===== config.mk =====
export PLATFORM = sky130hd
export DESIGN_NAME = write_monitor
export DESIGN_NICKNAME = d
export VERILOG_FILES = /design/src/rtl/write_monitor_pkg.sv /design/src/rtl/sig_match.sv /design/src/rtl/write_monitor.sv
export SDC_FILE = /design/constraint.sdc
export NUM_CORES = 1
export LEC_CHECK = 0
export BUFFER_PORTS_ARGS = -buffer_cell sky130_fd_sc_hd__buf_2
export CORE_ASPECT_RATIO = 1.1
export CORE_MARGIN = 5
export CORE_UTILIZATION = 30
export CTS_BUF_LIST = sky130_fd_sc_hd__clkbuf_16
export DETAILED_ROUTE_END_ITERATION = 16
export GPL_ROUTABILITY_DRIVEN = 0
export PLACE_DENSITY_LB_ADDON = 0.12
export SYNTH_ARGS = -nofsm -noshare
export SYNTH_HDL_FRONTEND = slang
export SYNTH_SLANG_ARGS = --single-unit

===== constraint.sdc =====
create_clock -name clk -period 3 [get_ports clk]
set_input_delay 0 -clock clk [delete_from_list [all_inputs] [get_ports clk]]
set_output_delay 0 -clock clk [all_outputs]
set_load 0.03 [all_outputs]

===== src/rtl/write_monitor_pkg.sv =====
// Shared definitions for the write_monitor test-completion monitor:
// FSM state encoding, pass_id codes, memwrite strobe codes and the
// store signatures that mark a passing test program.
package write_monitor_pkg;

  typedef enum logic [1:0] {
    StRun   = 2'd0,
    StDrain = 2'd1,
    StDone  = 2'd2
  } state_e;

  // pass_id encodings
  localparam logic [1:0] PassNone      = 2'd0;
  localparam logic [1:0] PassStandard2 = 2'd1;
  localparam logic [1:0] PassPower2    = 2'd2;
  localparam logic [1:0] PassLoadStore = 2'd3;

  // memwrite strobe codes
  localparam logic [1:0] MwNone    = 2'b00;
  localparam logic [1:0] MwWord    = 2'b01;
  localparam logic [1:0] MwDouble  = 2'b10;
  localparam logic [1:0] MwIllegal = 2'b11;

  // Pass signatures: (store address, store data)
  localparam logic [63:0] SigStandard2Addr = 64'd100;
  localparam logic [63:0] SigStandard2Data = 64'd7;
  localparam logic [63:0] SigPower2Addr    = 64'd508;
  localparam logic [63:0] SigPower2Data    = 64'd7;
  localparam logic [63:0] SigLoadStoreAddr = 64'd80;
  localparam logic [63:0] SigLoadStoreData = 64'd1;

  localparam logic [9:0] WriteCountMax = 10'd1023;

endpackage


===== src/rtl/sig_match.sv =====
// sig_match: combinational lookup of a store (address, data) pair against
// the pass-signature table.
//   dataadr, writedata : store being presented
//   hit                : pair equals one of the signatures (full 64-bit compare)
//   id                 : pass_id code of the matching signature, PassNone otherwise
module sig_match
  import write_monitor_pkg::*;
(
  input  logic [63:0] dataadr,
  input  logic [63:0] writedata,
  output logic        hit,
  output logic [1:0]  id
);

  always_comb begin
    hit = 1'b0;
    id  = PassNone;
    if (dataadr == SigStandard2Addr && writedata == SigStandard2Data) begin
      hit = 1'b1;
      id  = PassStandard2;
    end else if (dataadr == SigPower2Addr && writedata == SigPower2Data) begin
      hit = 1'b1;
      id  = PassPower2;
    end else if (dataadr == SigLoadStoreAddr && writedata == SigLoadStoreData) begin
      hit = 1'b1;
      id  = PassLoadStore;
    end
  end

endmodule


===== src/rtl/write_monitor.sv =====
// write_monitor: watches CPU stores to decide whether a test program passed
// or failed, then drains for a fixed number of cycles before flagging done.
//   clk, reset           : clock, synchronous active-high reset
//   memwrite             : store strobe (00 none, 01 word, 10 dword, 11 illegal)
//   dataadr, writedata   : store address / data
//   pass, fail, done     : sticky result flags
//   pass_id              : which signature matched (0 when not passing)
//   illegal              : sticky, an illegal strobe was seen while running
//   write_count          : saturating count of accepted stores
//   last_addr, last_data : most recent accepted store
module write_monitor
  import write_monitor_pkg::*;
#(
  parameter int unsigned TIMEOUT_CYCLES = 1000,
  parameter int unsigned DRAIN_CYCLES   = 10
) (
  input  logic        clk,
  input  logic        reset,
  input  logic [1:0]  memwrite,
  input  logic [63:0] dataadr,
  input  logic [63:0] writedata,
  output logic        pass,
  output logic        fail,
  output logic        done,
  output logic [1:0]  pass_id,
  output logic        illegal,
  output logic [9:0]  write_count,
  output logic [63:0] last_addr,
  output logic [63:0] last_data
);

  localparam logic [9:0] TimeoutLast = 10'(TIMEOUT_CYCLES - 1);
  localparam logic [7:0] DrainLoad   = 8'(DRAIN_CYCLES);

  state_e     state;
  logic [9:0] cyc_cnt;
  logic [7:0] drain_cnt;
  logic       hit;
  logic [1:0] hit_id;
  logic       accept;

  sig_match u_sig_match (
    .dataadr   (dataadr),
    .writedata (writedata),
    .hit       (hit),
    .id        (hit_id)
  );

  // Stores are recorded in RUN and DRAIN, including the illegal code.
  assign accept = (state != StDone) && (memwrite != MwNone);

  always_ff @(posedge clk) begin
    if (reset) begin
      state       <= StRun;
      cyc_cnt     <= '0;
      drain_cnt   <= '0;
      pass        <= 1'b0;
      fail        <= 1'b0;
      done        <= 1'b0;
      pass_id     <= PassNone;
      illegal     <= 1'b0;
      write_count <= '0;
      last_addr   <= '0;
      last_data   <= '0;
    end else begin
      if (accept) begin
        last_addr <= dataadr;
        last_data <= writedata;
        if (write_count != WriteCountMax) begin
          write_count <= write_count + 10'd1;
        end
      end

      case (state)
        StRun: begin
          cyc_cnt <= cyc_cnt + 10'd1;
          // Priority: illegal strobe, then signature match, then timeout.
          if (memwrite == MwIllegal) begin
            illegal   <= 1'b1;
            fail      <= 1'b1;
            drain_cnt <= DrainLoad;
            state     <= StDrain;
          end else if (memwrite != MwNone && hit) begin
            pass      <= 1'b1;
            pass_id   <= hit_id;
            drain_cnt <= DrainLoad;
            state     <= StDrain;
          end else if (cyc_cnt == TimeoutLast) begin
            fail      <= 1'b1;
            drain_cnt <= DrainLoad;
            state     <= StDrain;
          end
        end
        StDrain: begin
          if (drain_cnt == 8'd1) begin
            done  <= 1'b1;
            state <= StDone;
          end else begin
            drain_cnt <= drain_cnt - 8'd1;
          end
        end
        StDone: begin
          // Frozen until reset.
        end
        default: state <= StRun;
      endcase
    end
  end

endmodule


==> metrics.md <==
| Metric | Value |
|---|---|
| Via-per-instance ratio | about 4.8 |
| Ys Warns | 0 |
| Global-route wire length before repair | ~36,000 µm |
| Internal power | roughly 3.8 mW |
| Pleak | between 4 and 5 nW |
| Crit end category | flop |
| Syn Std Cell Area | between 0.006 and 0.007 mm² |
| Antenna violations before repair | 0 |
| M2 GR Usage | a little under a third |
| Clock sink count | 164 |
| Die H | between 150 and 200 µm |
| CTS max path bufs | 2 |
| Fill cells | around 2.0k |
| Async set or reset register ratio after synthesis | 0% |
| Seq pwr share | 43.8% |
| Worst path cell trace | dlygate4sd3_1 -> buf_2 -> nor4_1 -> nand4_1 -> nor4_2 -> nand2_2 -> or4_1 -> a21oi_1 |
| M3 GR Usage | ~6% |
| Die Width | roughly 150 µm |
| Peak supply drop | between 0.3 and 0.4 mV |
| Hold slack | ~89 ps |
| Cell variety after synth | 40 |
| Area share of fa/ha/maj cells after synthesis | less than 1% |
| Relative slew slack | a little under half |
| Fin crit share | 81.5% |
| Largest net degree at the start of global routing | between 70 and 80 |
| Port Buffers | 275 |
| Multi-input logic area | roughly 0.0029 mm² |
| Xor/xnor share of the synthesized area | 2.08% |
| Overall power | 5.45 mW |
| Clock H-tree levels | 4 |
| Switching share of power | a little under a third |
| Post-CTS setup buffer count | 0 |
| Post-synth EDFFs | 0 |
| Min Clock Period, post-route | 2440 ps |
| PostCTS Resize Cnt | 0 |
| CTS root buf | clkbuf_16 |
| Vias in the first global route | 6,939 |
| Fin Setup TNS | 0 ps |
| First-iteration detailed-routing DRC count | 368 |
| Switch Pwr | approximately 1.7 mW |
| Clock Latency Late Sink | roughly 430 ps |
| Slowest CP cell | nor4_1 |
| CP Capture Point | pass_id[1]$_SDFFE_PP0P_ |
| Gr ovfl total | 0 |
| CP arrival | about 2800 ps |
| WP data required | roughly 3400 ps |
| FP Rows | 55 |
| Multiplexer share of the synthesized area | 0.159% |
| Hold bufs inserted after CTS | 130 |
| CP max stage delay | between 600 and 700 ps |
| Setup slack after placement | 574 ps |
| Status | finished clean |
| Drt pass-1 iters | 5 |
| Remaining antenna violation count | 0 |
| Final hold vios | 0 |
| HPWL Detailed | 15,600 µm |
| Total GRT Usage | between 10% and 20% |
| Final-stage net count | about 1.3k |
| Simple-Gate Fraction of Synth Area | between 20% and 30% |
| Crit path kind | primary input to flop |
| Largest family of logic cells by synthesized area | simple AND/OR/NAND/NOR gates |
| Final wirelength | between 20,000 and 25,000 µm |
| TritonCTS Buffers | 17 |
| Num ports | between 200 and 300 |
| Initial Utilization | between 30% and 40% |
| Die area | ~0.024 mm² |
| Pwr dens | between 500 and 600 mW/mm² |
| Storage cell area | roughly 0.0033 mm² |
| Worst reg-to-reg path cell count | 7 |
| Met1 Usage GRT | ~23% |
| Avg Inst Size Synth | 7.87 µm² |
| DRC violations left | 0 |
| Worst setup path startpoint | writedata[60] |
| CTS tree | done |
| Crit Reg-Reg Startpoint | cyc_cnt[0]$_SDFFE_PP0P_ |
| Achievable frequency | 409 MHz |
| Clock Power Share | a little under two fifths |
| Dominant synthesized flop cell | dfxtp_1 |
| Hold Path Class | primary input to flop |
| Antenna fix cells | 0 |
| Worst Setup Start Kind | primary input |
| Yosys reg bits | around 160 |
| Wire per inst | 15.6 µm |
| DR vias | between 6k and 7k |
| Layout cells sized above 1 | a little over a quarter |
| R2R setup slack | 980 ps |
| Slew @ Worst Pin | approximately 790 ps |
| Core Footprint | 0.0206 mm² |
| Synthesized Nets | between 900 and 1k |
| Comb pwr share | between 10% and 20% |
| Crit path max fanout | 9 |
| Setup ws final | around 560 ps |
| Area grow syn2layout | 54.8% |
| CTS clk-pin slew, worst paths | roughly 70 ps |
| Post-synthesis compound-gate area fraction | 14.8% |
| Synth Instances | about 800 |
| Post-synthesis sequential area ratio | a little over half |
| Setup violations, final | 0 |
| Busiest grt layer | met2 |
| Slew Limit Fails | 0 |
| MaxCap Viol Count | 0 |
| FF-to-FF End | drain_cnt[7]$_SDFFE_PP0P_ |
| Clock skew | between 10 and 15 ps |
| RSZ-0062 raised after global routing | no |
[power groups by stage]
stage          sequential, mW  clock, mW  combinational, mW
2_1_floorplan            2.67          0              0.302
3_3_place_gp             2.43          0              0.886
3_5_place_dp             2.44          0              0.884
4_1_cts                  2.39       2.12               1.02
5_1_grt                  2.41       2.21               1.11
6_report                 2.39       2.05               1.01
[state kept, by name, indices dropped and copies added, names as in the netlist, 2 cells and up]
register and count:
write_count 10, cyc_cnt 10, drain_cnt 8, last_data 64, last_addr 64, pass_id 2, state 2
[metal layers]
layer	wire length [µm]	share of wire, %
met5	0	0
met4	593	2.6
met3	1640	7.2
met2	10700	47
met1	9770	43
[cells in the mapped netlist (all sizes together) (2+ instances only)]
cell type | number | share of area (%)
o21ai | 10 | 0.79
or4 | 2 | 0.24
a31oi | 3 | 0.30
clkbuf | 45 | 2.7
nor2 | 32 | 1.9
a22oi | 2 | 0.24
nand4 | 14 | 1.4
nor3 | 5 | 0.40
nor4 | 33 | 3.6
and3 | 3 | 0.30
o21a | 2 | 0.24
nand2 | 276 | 16
inv | 6 | 0.36
nor4b | 2 | 0.48
nand3 | 6 | 0.48
nand2b | 4 | 0.40
dfxtp | 164 | 52
a21oi | 147 | 12
a211oi | 3 | 0.36
ha | 4 | 0.79
xnor2 | 6 | 0.83
or3 | 8 | 0.79
o31ai | 3 | 0.36
xor2 | 9 | 1.2
[cells in the final DEF, fill, tap and decap left out, types with 4 or more instances in the layout]
master         count
nor2_1            32
nor4_1            30
nand2b_1           4
clkinv_4           6
nand2_1          275
nor3_1             5
nand3_1            6
buf_2            274
clkbuf_16         17
a21oi_1          146
xor2_1             9
nand4_1           14
dlygate4sd3_1    130
inv_1              7
buf_4              6
or3_1              8
dfxtp_1          164
ha_1               4
o21ai_0            6
xnor2_1            6
[worst min-delay path by stage]
stage	startpoint	endpoint	slack, ps	cells past startpoint
after global placement	writedata[0]	last_data[0]$_SDFFE_PP0P_	250	3
after CTS	memwrite[0]	fail$_SDFFE_PP0P_	90	5
after global routing	memwrite[0]	fail$_SDFFE_PP0P_	160	5
after floorplan	dataadr[0]	last_addr[0]$_SDFFE_PP0P_	140	2
final	memwrite[0]	fail$_SDFFE_PP0P_	90	5
after detailed placement	writedata[33]	last_data[33]$_SDFFE_PP0P_	260	3
[layout make-up]
| type | instances | share of cell area (%) |
|---|---|---|
| clock inverters | 15 | 1.29 |
| repair buffers | 411 | 28.0 |
| inverters | 6 | 0.231 |
| multi-input cells | 586 | 29.2 |
| flip-flops and latches | 164 | 33.6 |
| well taps | 256 | 3.28 |
| clock buffers | 17 | 4.36 |
[critical path: cells and delay by family]
family,cells,cell delay (ps)
compound gates,1,140
simple gates,5,1980
buf+inv,2,670
[through the flow]
step / std cells / util (%) / area [µm²]
floorplan: 802 / - / 6310
global placement: 1293 / 38.3 / 7920
detailed placement: 1293 / 38.3 / 7920
CTS: 1455 / 47.3 / 9770
global route: 1455 / 47.3 / 9770
finish: 1455 / 47.3 / 9770
[cells by family (layout without fill, tap and decap cells)]
kind of cell / count (synthesis) / after routing
compound gates: 176 / 176
fa+ha+maj: 4 / 4
flops: 164 / 164
mux: 1 / 1
simple gates: 390 / 390
buf+inv: 52 / 449
xor+xnor: 15 / 15
Power figures use the tool's default switching activity.
